--- config.mk ---
export PLATFORM = sky130hd
export DESIGN_NAME = serial_subtractor_flat
export DESIGN_NICKNAME = d
export VERILOG_FILES = /design/src/rtl/serial_subtractor_if.sv /design/src/rtl/serial_subtractor.sv /design/src/flat_wrapper.sv
export SDC_FILE = /design/constraint.sdc
export NUM_CORES = 1
export LEC_CHECK = 0
export ABC_CLOCK_PERIOD_IN_PS = 1700
export CORE_ASPECT_RATIO = 1.75
export CORE_MARGIN = 2
export CORE_UTILIZATION = 53
export DETAILED_ROUTE_END_ITERATION = 7
export GPL_TIMING_DRIVEN = 0
export PLACE_DENSITY_LB_ADDON = 0.25
export SLEW_MARGIN = 20
export SYNTH_ARGS = -nofsm -noshare
export SYNTH_HDL_FRONTEND = slang
export SYNTH_SLANG_ARGS = --single-unit
--- constraint.sdc ---
create_clock -name i_clk -period 1.7 [get_ports i_clk]
set_clock_uncertainty 0.05 [all_clocks]
set_input_delay 0.34 -clock i_clk [delete_from_list [all_inputs] [get_ports i_clk]]
set_output_delay 0.34 -clock i_clk [all_outputs]
set_load 0.01 [all_outputs]
--- src/rtl/serial_subtractor_if.sv ---
// rtl/serial_subtractor_if.sv - start/busy/done handshake and operand/result bus of the serial subtractor.
// Optional ovf signal exists only when SUB_OVERFLOW_FLAG_EN is defined.
interface serial_subtractor_if #(
  parameter int WIDTH = 8
);
  logic             start;
  logic [WIDTH-1:0] a;
  logic [WIDTH-1:0] b;
  logic             busy;
  logic             done;
  logic [WIDTH-1:0] diff;
  logic             bout;
`ifdef SUB_OVERFLOW_FLAG_EN
  logic             ovf;
`endif

  modport master (
    output start, a, b,
`ifdef SUB_OVERFLOW_FLAG_EN
    input  ovf,
`endif
    input  busy, done, diff, bout
  );

  modport slave (
    input  start, a, b,
`ifdef SUB_OVERFLOW_FLAG_EN
    output ovf,
`endif
    output busy, done, diff, bout
  );
endinterface

--- src/rtl/serial_subtractor.sv ---
// rtl/serial_subtractor.sv - bit-serial WIDTH-bit subtractor, LSB first, one full-subtractor cell plus borrow FF.
// Optional signed-overflow flag enabled by SUB_OVERFLOW_FLAG_EN.
module serial_subtractor #(
  parameter int WIDTH = 8
) (
  input  logic                 i_clk,
  input  logic                 i_rst,
  serial_subtractor_if.slave   bus
);
  localparam int CW = $clog2(WIDTH);
  localparam logic [CW-1:0] LAST = CW'(WIDTH - 1);

  typedef enum logic [1:0] {S_IDLE, S_SHIFT, S_DONE} state_t;

  state_t           r_state;
  logic [WIDTH-1:0] r_ra;
  logic [WIDTH-1:0] r_rb;
  logic [WIDTH-1:0] r_diff;
  logic             r_borrow;
  logic [CW-1:0]    r_count;
  logic             r_busy;
  logic             r_done;
  logic             r_bout;

  logic w_x;
  logic w_y;
  logic w_d;
  logic w_bnext;

  assign w_x     = r_ra[0];
  assign w_y     = r_rb[0];
  assign w_d     = w_x ^ w_y ^ r_borrow;
  assign w_bnext = (~w_x & w_y) | (~(w_x ^ w_y) & r_borrow);

`ifdef SUB_OVERFLOW_FLAG_EN
  logic r_ovf;
  logic r_a_msb;
  logic r_b_msb;
  assign bus.ovf = r_ovf;
`endif

  assign bus.busy = r_busy;
  assign bus.done = r_done;
  assign bus.diff = r_diff;
  assign bus.bout = r_bout;

  always_ff @(posedge i_clk) begin
    if (i_rst) begin
      r_state  <= S_IDLE;
      r_ra     <= '0;
      r_rb     <= '0;
      r_diff   <= '0;
      r_borrow <= 1'b0;
      r_count  <= '0;
      r_busy   <= 1'b0;
      r_done   <= 1'b0;
      r_bout   <= 1'b0;
`ifdef SUB_OVERFLOW_FLAG_EN
      r_ovf    <= 1'b0;
      r_a_msb  <= 1'b0;
      r_b_msb  <= 1'b0;
`endif
    end else begin
      case (r_state)
        S_IDLE, S_DONE: begin
          r_done <= 1'b0;
          // Accepting from DONE gives back-to-back operation without an IDLE gap.
          if (bus.start) begin
            r_ra     <= bus.a;
            r_rb     <= bus.b;
            r_borrow <= 1'b0;
            r_count  <= '0;
            r_busy   <= 1'b1;
            r_state  <= S_SHIFT;
`ifdef SUB_OVERFLOW_FLAG_EN
            r_a_msb  <= bus.a[WIDTH-1];
            r_b_msb  <= bus.b[WIDTH-1];
`endif
          end else begin
            r_state <= S_IDLE;
          end
        end
        S_SHIFT: begin
          r_diff   <= {w_d, r_diff[WIDTH-1:1]};
          r_ra     <= r_ra >> 1;
          r_rb     <= r_rb >> 1;
          r_borrow <= w_bnext;
          r_count  <= r_count + 1'b1;
          if (r_count == LAST) begin
            r_state <= S_DONE;
            r_busy  <= 1'b0;
            r_done  <= 1'b1;
            r_bout  <= w_bnext;
`ifdef SUB_OVERFLOW_FLAG_EN
            // w_d is the result MSB on the final shift.
            r_ovf   <= (r_a_msb != r_b_msb) && (w_d != r_a_msb);
`endif
          end
        end
        default: begin
          r_state <= S_IDLE;
          r_busy  <= 1'b0;
          r_done  <= 1'b0;
        end
      endcase
    end
  end
endmodule

--- src/flat_wrapper.sv ---
// flat-port wrapper written by rule: the top's interface ports become plain ports
module serial_subtractor_flat 
#(
  parameter int WIDTH = 8
)
  (i_clk, i_rst, bus_start, bus_a, bus_b, bus_busy, bus_done, bus_diff, bus_bout);
  serial_subtractor_if #(.WIDTH(WIDTH)) bus_i ();
  input  logic i_clk;
  input  logic i_rst;
  input wire logic [$bits(bus_i.start)-1:0] bus_start;
  input wire logic [$bits(bus_i.a)-1:0] bus_a;
  input wire logic [$bits(bus_i.b)-1:0] bus_b;
  output wire logic [$bits(bus_i.busy)-1:0] bus_busy;
  output wire logic [$bits(bus_i.done)-1:0] bus_done;
  output wire logic [$bits(bus_i.diff)-1:0] bus_diff;
  output wire logic [$bits(bus_i.bout)-1:0] bus_bout;
  assign bus_i.start = bus_start;
  assign bus_i.a = bus_a;
  assign bus_i.b = bus_b;
  assign bus_busy = bus_i.busy;
  assign bus_done = bus_i.done;
  assign bus_diff = bus_i.diff;
  assign bus_bout = bus_i.bout;
  serial_subtractor #(.WIDTH(WIDTH)) u_core (.i_clk(i_clk), .i_rst(i_rst), .bus(bus_i));
endmodule
==> run metrics <==
Pwr Total=approximately 1.7 mW; remaining global-route overflow=0; Hold EP=u_core.r_rb[3]; path depth of the worst reg2reg path=5; min Tclk post-route=1560 ps; synthesized flop and latch total=33; post_cts resized=0; pin count of the biggest net entering global routing=11; Worst-Skew Late Latency=280 ps; Yosys top cell by area=dfxtp_1; Sink Count=33; Post-Route Utilization=0.714; async set-reset flop share out of synthesis=0; Avg WL per Cell=13.1 µm; Synth cell types=23; PwrDens=930 nW/µm²; R2R setup slack=450 ps; WHS=between 300 and 400 ps; Comb pwr share=0.149; share of cells above drive strength 1=0.100; # rows=24; CP Data Required Time=1310 ps; Pre-antenna DRT Iters=4; NetSw=0.430 mW; Synth Flop Type=dfxtp_1; CP Max Fanout=3; worst hold start=i_rst; count leader, synth=nand2_1; final setup fails=0; global-route wire length before repair=5110 µm; FF-to-FF End=u_core.bus.busy; crit start category=flip-flop; Clock Pin Slew Worst Setup and Hold Paths=70 ps; Worst EP arrival=1170 ps; share of Yosys cell area claimed by the top area cell type=0.477; Synth top cells by count=nand2_1, dfxtp_1, nor2_1; Max Cap Viol=0; count of flip-flops with a built-in enable after synthesis=0; drt drc=0; core area=roughly 2500 µm²; max frequency=~0.64 GHz; RR Startpoint=u_core.r_count[0]; final number of max-transition violations=0; number of global-route vias before repair=1233; drt total wl=roughly 3000 µm; Hold Crit Class=primary input to flip-flop; clk buf depth=2; Crit Path Class=flip-flop to primary output; hold path depth=2; worst-path cell chain=clkdlybuf4s50_1; final worst path period share=0.919; slew margin rel.=0.671; Crit-path slowest cell=clkdlybuf4s50_1; die height=approximately 72 µm; Fin. Hold Viols=0; Synth Warn #=0; I/O pins=30; delay-heaviest family, CP=buffers and inverters; syn_nets=186; setup TNS=0 ps; switching share of power=0.260; Clock Power Share=0.339; status=complete, no violations; # port buffers=28; RSZ-0062 raised after global routing=no; Initial Utilization=0.556; Cells after Synth=164; TritonCTS buffer count=5; placed wire-length estimate=about 2200 µm; CP Buf/Inv Count=1; full die area=roughly 3000 µm²; 1st-iter DRT viols=53; die width=42.6 µm; Antenna Nets Post-Route=0; GRT Total Usage=0.222; CTS tree=done; Int Pwr=1.23 mW; CP peak stage delay=540 ps; Hold-fix buffers, CTS=0; H-tree depth=2; Post-CTS Setup Repair Bufs=0; fin nets=221; synth top area cells=dfxtp_1, nand2_1, a311oi_1; Mapped Avg Cell Area=8.45 µm²; Layout area overhead=28.5%; Placer Congestion=0.779; register area share after synthesis=0.477; ant diodes=0; Vias/cell=5.55; mapped cell area=1390 µm²; Static Leak=between 0.6 and 0.7 nW; vias post-DR=roughly 1300; worst-margin pin slew=494 ps; CTS root buf=clkbuf_8; sequential power share=0.511; Worst VDD drop=0.881 mV; initial antenna violation count=0; CP endpoint kind=primary output
## area by class of cell
class	instances	area (µm²)
fillers	200	712
clock buffers	6	72.6
inverters	2	7.51
repair buffers	28	280
clock inverters	2	10.0
flip-flops and latches	33	661
multi-input cells	115	601
well taps	26	32.5
plain buffers	14	116
## cells by family (layout without fill, tap and decap cells)
family / Yosys count / in the layout / share of synthesized area
compound gates: 33 / 33 / 0.162
flops: 33 / 33 / 0.477
fa+ha+maj: 3 / 3 / 0.0325
simple gates: 79 / 79 / 0.239
buf+inv: 16 / 52 / 0.0894
## cells in the final DEF (no fill, tap or decap)
cell type	instances
a21oi_1	16
a311oi_1	15
and2b_2	1
buf_1	1
buf_12	1
buf_2	2
buf_4	2
buf_6	5
clkbuf_1	4
clkbuf_8	5
clkdlybuf4s50_1	28
clkinv_2	2
dfxtp_1	33
fa_1	1
ha_1	2
inv_1	2
nand2_1	48
nand2b_1	3
nand3_1	6
nor2_1	17
nor2b_2	1
nor3_1	1
nor3b_1	1
o21a_1	1
o21ai_0	1
or2b_2	1
## through the flow
step | cells | setup slack [ps] | area [µm²]
after floorplan | 164 | 566 | 1390
after global routing | 226 | 71.3 | 1780
final | 226 | 137 | 1780
after CTS | 226 | 125 | 1780
after detailed placement | 218 | -6.38 | 1700
after global placement | 218 | 38.4 | 1700
## state kept, by name (all words and copies together) (netlist names), 2 cells and up
signal and flops:
u_core.r_count 3, u_core.r_rb 8, u_core.bus.diff 8, u_core.r_state 2
u_core.r_ra 8
## power by group through the flow
stage | Sequential (mW) | Combinational [mW] | Clock, mW
5_1_grt | 0.852 | 0.275 | 0.608
3_5_place_dp | 0.864 | 0.247 | 0
6_report | 0.847 | 0.247 | 0.562
2_1_floorplan | 0.859 | 0.159 | 0
4_1_cts | 0.847 | 0.248 | 0.569
3_3_place_gp | 0.861 | 0.240 | 0
## layer usage
| metal | GRT usage | part of all wire | vias to the layer above |
|---|---|---|---|
| met3 | 0.0680 | 0.060 | 6 |
| met1 | 0.215 | 0.38 | 582 |
| met4 | 0.0903 | 0.014 | 0 |
| met5 | 0 | 0 | - |
| met2 | 0.416 | 0.54 | 46 |
| li1 | - | - | 621 |
## worst max-delay path by stage
stage | from | end | slack (ps) | depth (start not counted)
finish | u_core.bus.diff[3] | bus_diff[3] | 140 | 1
global placement | bus_start | u_core.r_ra[3] | 40 | 6
detailed placement | bus_start | u_core.r_ra[5] | -6 | 6
CTS | u_core.bus.diff[3] | bus_diff[3] | 130 | 1
floorplan | u_core.r_rb[0] | u_core.bus.bout | 570 | 3
global route | u_core.bus.diff[6] | bus_diff[6] | 70 | 1
(Power assumes the default switching activity.)
